<file path="config.mk">
export PLATFORM = sky130hd
export DESIGN_NAME = trap_ctrl
export DESIGN_NICKNAME = d
export VERILOG_FILES = /design/src/rtl/trap_ctrl.sv
export SDC_FILE = /design/constraint.sdc
export NUM_CORES = 1
export LEC_CHECK = 0
export CAP_MARGIN = 10
export CORE_ASPECT_RATIO = 0.8
export CORE_MARGIN = 1.5
export CORE_UTILIZATION = 25
export DETAILED_ROUTE_END_ITERATION = 10
export PLACE_DENSITY = 0.66
export SYNTH_ARGS = -nofsm -noshare
export SYNTH_HDL_FRONTEND = slang
export SYNTH_SLANG_ARGS = --single-unit
</file>
<file path="constraint.sdc">
create_clock -name clk -period 5.3 [get_ports clk]
set_input_delay 1.59 -clock clk [delete_from_list [all_inputs] [get_ports clk]]
set_output_delay 1.59 -clock clk [all_outputs]
set_load 0.03 [all_outputs]
</file>
<file path="src/rtl/trap_ctrl.sv">
// Machine-mode trap/mret sequencer: arbitrates exceptions, mret and interrupts, pulses the
// CSR file, then stalls/flushes the pipeline and issues one fetch redirect.
module trap_ctrl #(
  parameter int unsigned XLEN     = 32,
  parameter int unsigned IRQ_SYNC = 2
) (
  input  logic            clk,
  input  logic            rst,
  input  logic            exc_valid_i,
  input  logic [3:0]      exc_cause_i,
  input  logic [XLEN-1:0] exc_pc_i,
  input  logic [XLEN-1:0] exc_tval_i,
  input  logic            mret_req_i,
  input  logic            instr_valid_i,
  input  logic [XLEN-1:0] instr_pc_i,
  input  logic            irq_ext_i,
  input  logic            irq_timer_i,
  input  logic            irq_soft_i,
  input  logic            mstatus_mie_i,
  input  logic [XLEN-1:0] mie_i,
  input  logic [XLEN-1:0] mtvec_target_i,
  input  logic [XLEN-1:0] mepc_i,
  output logic [XLEN-1:0] mip_o,
  output logic            trap_req_o,
  output logic            trap_intr_o,
  output logic [3:0]      trap_cause_o,
  output logic [XLEN-1:0] trap_epc_o,
  output logic [XLEN-1:0] trap_tval_o,
  output logic            mret_o,
  output logic            flush_o,
  output logic            stall_o,
  output logic            redirect_valid_o,
  output logic [XLEN-1:0] redirect_pc_o,
  output logic            busy_o
);

  typedef enum logic [2:0] {StIdle, StTrap, StWait, StRet, StRedir} state_e;

  state_e            state_q, state_d;
  logic [IRQ_SYNC-1:0] sync_q;
  logic [3:0]        cause_q, cause_d;
  logic [XLEN-1:0]   epc_q, epc_d;
  logic [XLEN-1:0]   tval_q, tval_d;
  logic              intr_q, intr_d;
  logic              sel_vec_q, sel_vec_d;
  logic [XLEN-1:0]   pend;
  logic              irq_ok;
  logic [3:0]        irq_cause;
  logic              unused_pend;

  always_ff @(posedge clk) begin
    if (!rst) begin
      sync_q    <= '0;
      state_q   <= StIdle;
      cause_q   <= '0;
      epc_q     <= '0;
      tval_q    <= '0;
      intr_q    <= 1'b0;
      sel_vec_q <= 1'b0;
    end else begin
      sync_q    <= {sync_q[IRQ_SYNC-2:0], irq_ext_i};
      state_q   <= state_d;
      cause_q   <= cause_d;
      epc_q     <= epc_d;
      tval_q    <= tval_d;
      intr_q    <= intr_d;
      sel_vec_q <= sel_vec_d;
    end
  end

  always_comb begin
    mip_o     = '0;
    mip_o[11] = sync_q[IRQ_SYNC-1];
    mip_o[7]  = irq_timer_i;
    mip_o[3]  = irq_soft_i;
  end

  assign pend        = mip_o & mie_i;
  assign unused_pend = ^pend;
  assign irq_ok      = instr_valid_i & mstatus_mie_i & (pend[11] | pend[3] | pend[7]);
  assign irq_cause   = pend[11] ? 4'd11 : (pend[3] ? 4'd3 : 4'd7);

  always_comb begin
    state_d          = state_q;
    cause_d          = cause_q;
    epc_d            = epc_q;
    tval_d           = tval_q;
    intr_d           = intr_q;
    sel_vec_d        = sel_vec_q;
    trap_req_o       = 1'b0;
    trap_intr_o      = 1'b0;
    trap_cause_o     = '0;
    trap_epc_o       = '0;
    trap_tval_o      = '0;
    mret_o           = 1'b0;
    flush_o          = 1'b0;
    stall_o          = 1'b0;
    redirect_valid_o = 1'b0;
    redirect_pc_o    = '0;

    unique case (state_q)
      StIdle: begin
        if (exc_valid_i) begin
          state_d   = StTrap;
          cause_d   = exc_cause_i;
          epc_d     = exc_pc_i;
          tval_d    = exc_tval_i;
          intr_d    = 1'b0;
          sel_vec_d = 1'b1;
        end else if (mret_req_i) begin
          state_d   = StRet;
          sel_vec_d = 1'b0;
        end else if (irq_ok) begin
          state_d   = StTrap;
          cause_d   = irq_cause;
          epc_d     = instr_pc_i;
          tval_d    = '0;
          intr_d    = 1'b1;
          sel_vec_d = 1'b1;
        end
      end
      StTrap: begin
        trap_req_o   = 1'b1;
        trap_intr_o  = intr_q;
        trap_cause_o = cause_q;
        trap_epc_o   = epc_q;
        trap_tval_o  = tval_q;
        flush_o      = 1'b1;
        stall_o      = 1'b1;
        state_d      = StWait;
      end
      // Gives the CSR file a cycle so mtvec_target reflects the new mcause.
      StWait: begin
        stall_o = 1'b1;
        state_d = StRedir;
      end
      StRet: begin
        mret_o  = 1'b1;
        flush_o = 1'b1;
        stall_o = 1'b1;
        state_d = StRedir;
      end
      StRedir: begin
        redirect_valid_o = 1'b1;
        redirect_pc_o    = sel_vec_q ? mtvec_target_i : mepc_i;
        stall_o          = 1'b1;
        state_d          = StIdle;
      end
      default: state_d = StIdle;
    endcase
  end

  assign busy_o = (state_q != StIdle);

endmodule

</file>
==> results.cfg <==
[outcome]
status = finished, final reports clean

[final_layout]
area_delta_synth_final_pct = 80.2
num_antenna_cells = 0
layout-drive-gt1-share_pct = 4.28
num-nets-final = 879
fin_cells = 887

[timing]
grt_setup_unrepaired = false
final.min_clock_period_ns = 4.62
setup_viol = 0
setup_ws_ns = 0.676
tightestPinTransition_ns = 0.993
clock_skew_ns = 0.00762
holdWs_ns = 0.435
fin_crit_sh_pct = 87.2
slew_violations = 0
slew_headroom_pct = 33.7
fmax_mhz = 216
hold_viol_final = 0
fin_setup_tns_ns = 0

[floorplanning]
die_h_um = 116
core_area_um2 = 15300
pin_count = 344
die_w_um = 144
num_rows = 40
die_area_um2 = 16600
initial_core_util_pct = 25.9

[clock_network]
cts.sinks = 75
postCtsSetupBuffers = 0
insertion_delay_ns = 0.33
clkTransAtPathRegs_ns = 0.06
clockBufferDepth = 2
cts_resized = 0
cts_made_buffers = 9
tritoncts = done
cts_root_buf = clkbuf_16
htreeDepth = 3
cts-hold-fix-buffers = 0

[drt]
wl_per_cell_um = 16.0
via_count = 4035
drt_iter0_drc = 150
antenna_left = 0
first_pass_iters = 4
drcViolationCount = 0
drt_wl_total_um = 14200
viasPerCell = 4.55

[worst_setup_path]
worst_ep_required_time_ns = 3.71
worstPathMaxFanout = 1
cp-end-kind = output pin
worst-setup-path-type = in2out
crit_path_start_kind = input port
arrival_ns = 3.03

[synth]
syn_inst = 413
yosysMostFrequentCell = dfxtp_1
syn-cell-area_um2 = 3960
ys.flop_type = dfxtp_1
ys_async_sr_fraction_pct = 0
synth.distinct_cells = 36
yosysWarnings = 0
synth_edf_count = 0
seq_area_frac_synth_pct = 37.9
yosys.area.top_type_share_pct = 37.9
synth_commonest_cells = dfxtp_1, and2_1, nor2_1, o21a_1, mux2i_1
netlist_top_cells_area = dfxtp_1, and2_1, o221a_1
synth-seq-cells = 75
syn_area_per_cell_um2 = 9.59
yosys.area.top_type = dfxtp_1

[global_routing]
grt_pass1_vias = 3926
grt_pass1_wl_um = 20900
grt-ovfl-total = 0
antenna_found_initial = 0
gr-usage-all-layers_pct = 16.4
grt_max_degree = 71

[power]
power_switching_mw = 0.506
p_seq_share_pct = 38.5
power_frac_comb_pct = 29.9
switching_share_pct = 29.3
p_leak_nw = 2.71
power_density_nw_per_um2 = 242
clkPwrFrac_pct = 31.6
ir_drop_uv = 115
p_int_mw = 1.22

[placement]
globalplace.congestion = 0.747
dp_slack_ns = 0.616
dp_cells = 871
port_buffers = 285
dp_hpwl_um = 10800

[min_path]
hold_class = reg2reg

[flow_run]
drv_cap = 0
[logic make-up (layout without fill, tap and decap cells)]
kind of cell	Yosys count	in the layout	share of synthesized area (%)
other cells	1	29	0.0947
simple gates	119	119	17.1
xor+xnor	1	1	0.221
buf+inv	73	309	10.8
mux	33	33	8.34
compound gates	111	111	25.5
flops	75	75	37.9
[cell usage in the layout, fill, tap and decap left out, types with 2 or more instances in the layout]
| cell type | netlist | final |
|---|---|---|
| buf_16 | 0 | 2 |
| o311a_1 | 2 | 2 |
| o211a_1 | 2 | 2 |
| o21a_1 | 34 | 34 |
| mux2i_1 | 33 | 33 |
| nor2_1 | 34 | 34 |
| clkdlybuf4s50_1 | 0 | 284 |
| or4_1 | 2 | 2 |
| o221a_2 | 4 | 4 |
| clkbuf_1 | 24 | 2 |
| buf_4 | 32 | 5 |
| dfxtp_1 | 75 | 74 |
| conb_1 | 1 | 29 |
| inv_1 | 2 | 2 |
| o221a_1 | 30 | 30 |
| clkbuf_16 | 0 | 9 |
| nand2_1 | 3 | 3 |
| and2_1 | 72 | 72 |
| a22o_1 | 32 | 32 |
[routing by layer]
metal	GRT usage (%)	wire [µm]	vias up
li1	-	-	1936
met1	17.7	5500	1892
met2	30.1	7240	182
met3	3.84	1080	25
met4	8.16	405	0
met5	0	0	-
[worst max-delay path, cell delays in order]
cell and delay, ns:
clkdlybuf4s50_1 0.45, mux2i_1 0.07, nor2_1 0.14, clkdlybuf4s50_1 0.77
[registers in the layout, summed over array words and instances, names as in the netlist]
signal	flops
tval_q	32
sel_vec_q	1
cause_q	4
intr_q	1
sync_q	2
state_q	3
epc_q	32
[layout make-up]
| type | count | area (µm²) |
|---|---|---|
| clock buffers | 12 | 246 |
| clock inverters | 2 | 13.8 |
| fillers | 1429 | 8130 |
| inverters | 3 | 11.3 |
| multi-input cells | 293 | 2160 |
| flip-flops and latches | 75 | 1500 |
| well taps | 210 | 263 |
| repair buffers | 292 | 2940 |
[path summary, 6_finish.rpt]
check | from | to | slack, ns | cells after the start
setup / recovery | mtvec_target_i[0] | redirect_pc_o[0] | 0.68 | 4
hold / removal | sync_q[0] | sync_q[1] | 0.43 | 1
setup reg to reg | sync_q[1] | tval_q[6] | 3.15 | 4
hold reg to reg | sync_q[0] | sync_q[1] | 0.43 | 1
[power groups by stage]
stage / Sequential (mW) / Combinational, mW / Clock [mW]
final: 0.665 / 0.517 / 0.546
after global routing: 0.673 / 0.554 / 0.587
after CTS: 0.665 / 0.515 / 0.562
after detailed placement: 0.677 / 0.512 / 0
after global placement: 0.674 / 0.503 / 0
after floorplan: 0.654 / 0.303 / 0
[metrics by stage]
stage	util, %	power (mW)	area [µm²]
finish	46.7	1.73	7130
global route	46.7	1.81	7130
global placement	44.7	1.18	6820
detailed placement	44.7	1.19	6820
floorplan	-	0.958	4060
CTS	46.4	1.74	7080
Note: power is estimated with default switching activity, not from simulation.
